<file path="src/rtl/alu_mul_sequencer.sv">
// alu_mul_sequencer: shift-add unsigned multiplier controller that borrows the
// shared combinational ALU for one add per cycle, one multiplier bit per cycle.
// Ports:
//   clock, reset          rising-edge clock, synchronous active-high reset
//   start, mcand, mplier  multiply request and operands (captured on accept)
//   busy, done            busy in RUN/DONE; done pulses for the DONE cycle
//   product_hi/lo         running {hi,lo} register pair, final from DONE on
//   alu_sel/in0/in1       drive the shared ALU
//   alu_out               ALU result, same cycle
module alu_mul_sequencer #(
    parameter int unsigned WIDTH   = 16,
    parameter int unsigned CNT_W   = 5,
    parameter logic [2:0]  ALU_ADD = 3'd0
) (
    input  logic             clock,
    input  logic             reset,
    input  logic             start,
    input  logic [WIDTH-1:0] mcand,
    input  logic [WIDTH-1:0] mplier,
    output logic             busy,
    output logic             done,
    output logic [WIDTH-1:0] product_hi,
    output logic [WIDTH-1:0] product_lo,
    output logic [2:0]       alu_sel,
    output logic [WIDTH-1:0] alu_in0,
    output logic [WIDTH-1:0] alu_in1,
    input  logic [WIDTH-1:0] alu_out
);

    localparam logic [CNT_W-1:0] LAST_STEP = CNT_W'(WIDTH - 1);

    typedef enum logic [1:0] {
        ST_IDLE = 2'd0,
        ST_RUN  = 2'd1,
        ST_DONE = 2'd2
    } state_t;

    state_t             state, state_nxt;
    logic [CNT_W-1:0]   count, count_nxt;
    logic [WIDTH-1:0]   hi, hi_nxt;
    logic [WIDTH-1:0]   lo, lo_nxt;
    logic [WIDTH-1:0]   mcand_r, mcand_nxt;
    logic               carry;

    // State and datapath registers; busy/done registered from the next state.
    always_ff @(posedge clock) begin
        if (reset) begin
            state   <= ST_IDLE;
            count   <= '0;
            hi      <= '0;
            lo      <= '0;
            mcand_r <= '0;
            busy    <= 1'b0;
            done    <= 1'b0;
        end else begin
            state   <= state_nxt;
            count   <= count_nxt;
            hi      <= hi_nxt;
            lo      <= lo_nxt;
            mcand_r <= mcand_nxt;
            busy    <= (state_nxt != ST_IDLE);
            done    <= (state_nxt == ST_DONE);
        end
    end

    // The ALU has no carry-out: an unsigned add wrapped iff the sum is below an addend.
    assign carry = (alu_out < hi);

    // Next-state, datapath update and ALU drive.
    always_comb begin
        state_nxt = state;
        count_nxt = count;
        hi_nxt    = hi;
        lo_nxt    = lo;
        mcand_nxt = mcand_r;
        alu_sel   = ALU_ADD;
        alu_in0   = '0;
        alu_in1   = '0;

        unique case (state)
            ST_IDLE: begin
                if (start) begin
                    mcand_nxt = mcand;
                    lo_nxt    = mplier;
                    hi_nxt    = '0;
                    count_nxt = '0;
                    state_nxt = ST_RUN;
                end
            end
            ST_RUN: begin
                alu_in0   = hi;
                alu_in1   = lo[0] ? mcand_r : '0;
                // {hi,lo} <= {carry, sum, lo >> 1}: sum LSB drops into lo's MSB.
                hi_nxt    = {carry, alu_out[WIDTH-1:1]};
                lo_nxt    = {alu_out[0], lo[WIDTH-1:1]};
                count_nxt = count + CNT_W'(1);
                if (count == LAST_STEP) begin
                    state_nxt = ST_DONE;
                end
            end
            ST_DONE: begin
                state_nxt = ST_IDLE;
            end
            default: begin
                state_nxt = ST_IDLE;
            end
        endcase
    end

    assign product_hi = hi;
    assign product_lo = lo;

endmodule

</file>
<file path="config.mk">
export PLATFORM = sky130hd
export DESIGN_NAME = alu_mul_sequencer
export DESIGN_NICKNAME = d
export VERILOG_FILES = /design/src/rtl/alu_mul_sequencer.sv
export SDC_FILE = /design/constraint.sdc
export NUM_CORES = 1
export LEC_CHECK = 0
export CAP_MARGIN = 30
export CORE_MARGIN = 5
export CORE_UTILIZATION = 45
export CTS_CLUSTER_DIAMETER = 30
export DETAILED_ROUTE_END_ITERATION = 16
export GPL_TIMING_DRIVEN = 0
export PLACE_DENSITY = 0.92
export SKIP_CTS_REPAIR_TIMING = 1
export SLEW_MARGIN = 25
export SYNTH_ARGS = -nofsm -noshare
export SYNTH_HDL_FRONTEND = slang
export SYNTH_SLANG_ARGS = --single-unit
export TNS_END_PERCENT = 30
</file>
<file path="constraint.sdc">
create_clock -name clock -period 2.2 [get_ports clock]
set_clock_uncertainty 0.05 [all_clocks]
set_input_delay 0.22 -clock clock [delete_from_list [all_inputs] [get_ports clock]]
set_output_delay 0.22 -clock clock [all_outputs]
set_load 0.01 [all_outputs]
</file>
==> results.md <==
* Status: completed
* Cell Count, Final, Fillers Out at about 540
* Reg area at around 1100 µm²
* Area grow syn2layout at 56.8%
* Synth Area per Inst at 8.11 µm²
* First-pass GRT wire length at around 13000 µm
* Core Util, Final at roughly 71%
* Number of cells on the worst reg-to-reg path at 5
* Hold depth at 3
* Vias/cell at roughly 5.3
* Drt wl/cell at about 15 µm
* Hold Path Class: primary input to flip-flop
* DP HPWL at between 5000 and 6000 µm
* Die W at roughly 87 µm
* Tcrit/Tclk final at ~97%
* Initial antenna violation count at 0
* Hold Violations, Final at 0
* FP Rows at 28
* Full die area at 7550 µm²
* Register bit count reported by yosys at between 50 and 60
* Maximum vdd drop at 0.000583 V
* Worst Hold Path EP: mcand_r[4]
* Post-Syn Instances at 328
* Core footprint at 5850 µm²
* Synth cell types at 37
* Final Cell Area at 4170 µm²
* Clk buf depth at 2
* Clk_lat worst skew at ~0.32 ns
* Clock tree sinks at 57
* Startpoint types: flip-flop
* CP endpoint kind: output pin
* Multi-input logic area at roughly 1300 µm²
* Drt drc at 0
* Placement Cell Area at slightly below 4000 µm²
* Worst-path clk slew at roughly 0.07 ns
* Total leakage power at 1.84 nW
* Post-layout minimum cycle time at around 2.1 ns
* H-tree depth at 3
* Worst path required time at roughly 1.9 ns
* R2R Setup Slk at around 0.64 ns
* CTS root buf: clkbuf_8
* Reg2Reg Launch Point: product_hi[1]
* Chip height at 86.9 µm
* RSZ-0062 raised after global routing: no
* Vias at 2835
* Data arrival, critical path at 1.86 ns
* Setup TNS at 0 ns
* CP Class: flip-flop to output pin
* Overflow after GRT at 0
* Initial Util at 45.5%
* Routability cong. at approximately 0.81
* Critical R2R Capture: product_hi[15]
* Max Fclk at ~470 MHz
* Routed Antenna Nets at 0
* Cells after DPL at 521
* Antenna cells at 0
* Final Net Count at about 530
* Synthesized area at roughly 2700 µm²
* Slew Viols, Final at 0
* Largest net degree at the start of global routing at 11
* Max_cap viols at 0
* Number of global-route vias before repair at 2759
* Starting DRT DRC Count at 166
* Layout cell share with drive strength beyond 1 at slightly below 9%
* CTS tree: yes
* Seq/Total Area, Yosys at between 40% and 50%
* Clock buffer count from CTS at 9
* Worst Tran Pin Value at around 0.49 ns
* Final WL at between 7000 and 8000 µm
* # IOs at 120
* Port-buffer cells at roughly 120
* Total GRT Usage at between 20% and 30%
* Cell Pwr Density at between 600 and 700 nW/µm²
* Total iterations of the first detailed-routing run at 4
* Final Setup Violations at 0
* # fillers at around 440
* Slew headroom at around two thirds
* Hold wc startpoint: mcand[4]
* Max FO, Critical Path at 10
* Synthesis warning total at 0
where the power goes:
part	total (mW)	internal, mW	switching, mW	leakage (nW)
logic	0.491	0.266	0.225	1.27
registers	1.14	1.09	0.0461	0.470
clock network	1.03	0.632	0.401	0.106
total	2.66	1.99	0.673	1.84
cells by family after synthesis:
family          synth area share [%]
compound gates                  22.6
flops                           42.9
other cells                    0.141
buf+inv                         7.62
fa+ha+maj                       7.99
simple gates                    18.8
cell type report:
cell class | count | area share [%]
plain buffers | 24 | 3.21
multi-input cells | 229 | 31.8
inverters | 20 | 1.80
clock buffers | 10 | 3.06
flip-flops and latches | 57 | 27.5
repair buffers | 116 | 28.5
well taps | 75 | 2.25
clock inverters | 6 | 1.98
cell usage in the layout, fill, tap and decap left out, drive strengths merged, types with 2 or more instances in the layout:
cell type	Yosys	layout
clkbuf	9	18
a21oi	40	40
o21a	3	3
nand3	3	3
ha	17	17
nor3	3	3
bufinv	0	2
nand2b	2	2
and3	19	19
a22oi	17	17
nor2	37	37
inv	20	20
dfxtp	57	57
dlymetal6s2s	0	11
clkdlybuf4s50	0	105
buf	15	16
clkinv	0	3
o21ai	17	17
conb	1	3
nand4	3	3
o22ai	16	16
nand2	37	37
per-layer routing:
metal  vias up  part of all wire, %  track usage, %
met2        99                   48            34.7
met1      1317                   42            25.3
met4         0                  2.8            10.3
met3        17                  6.9            4.16
li1       1402                    -               -
met5         -                    0               0
cell usage after synthesis:
| cell type | number | area [µm²] |
|---|---|---|
| o21ba_2 | 1 | 10.0 |
| nand2b_1 | 2 | 12.5 |
| nand2_1 | 37 | 139 |
| nor2_1 | 37 | 139 |
| buf_6 | 1 | 11.3 |
| ha_1 | 17 | 213 |
| clkbuf_1 | 8 | 30.0 |
| a22oi_1 | 17 | 128 |
| inv_1 | 18 | 67.6 |
| buf_1 | 1 | 3.75 |
| and4_1 | 1 | 8.76 |
| nand3_1 | 2 | 10.0 |
| nand3b_1 | 1 | 7.51 |
| o21bai_2 | 1 | 11.3 |
| inv_2 | 2 | 7.51 |
| and3_1 | 19 | 119 |
| o21a_1 | 3 | 22.5 |
| o221ai_1 | 1 | 8.76 |
| nor3_1 | 3 | 15.0 |
| a211oi_1 | 1 | 7.51 |
| a2111oi_0 | 1 | 8.76 |
| and2_1 | 1 | 6.26 |
| dfxtp_1 | 57 | 1140 |
| o31ai_1 | 1 | 7.51 |
| buf_4 | 5 | 37.5 |
| clkbuf_2 | 1 | 5.00 |
| buf_2 | 8 | 40.0 |
| a21oi_2 | 1 | 8.76 |
| a21o_1 | 1 | 7.51 |
| a21oi_1 | 39 | 195 |
| nand3_2 | 1 | 10.0 |
| or2_0 | 1 | 6.26 |
| o22ai_1 | 16 | 100 |
| nor2b_2 | 1 | 8.76 |
| conb_1 | 1 | 3.75 |
| o21ai_0 | 17 | 85.1 |
| nand4_1 | 3 | 18.8 |
per-stage QoR:
stage	hold WS (ns)	worst slack, ns	power, mW
3_3_place_gp	0.389	0.241	1.64
4_1_cts	0.388	-0.141	2.68
5_1_grt	0.408	0.00271	2.79
2_1_floorplan	0.306	0.779	1.39
6_report	0.399	0.0718	2.66
3_5_place_dp	0.394	0.205	1.65
worst max-delay path by stage:
| stage | start | slack (ns) | end | cells past startpoint |
|---|---|---|---|---|
| 6_report | state[0] | 0.07 | alu_in1[4] | 5 |
| 5_1_grt | product_lo[0] | 0.003 | alu_in1[9] | 3 |
| 4_1_cts | state[0] | -0.14 | alu_in1[10] | 5 |
| 3_5_place_dp | reset | 0.21 | product_hi[10] | 4 |
| 3_3_place_gp | state[0] | 0.24 | alu_in1[13] | 5 |
| 2_1_floorplan | product_hi[13] | 0.78 | product_hi[15] | 6 |
flip-flops by register name, indices dropped and copies added (netlist names):
register / cells
count: 5
mcand_r: 16
busy: 1
product_hi: 16
state: 2
product_lo: 16
done: 1
worst max-delay path, stage by stage (launching register included):
cell             delay, ns
dfxtp_4               0.37
nor2b_2               0.16
buf_6                 0.14
buf_4                 0.17
and3_1                0.16
clkdlybuf4s50_1       0.53
Power figures use the tool's default switching activity.
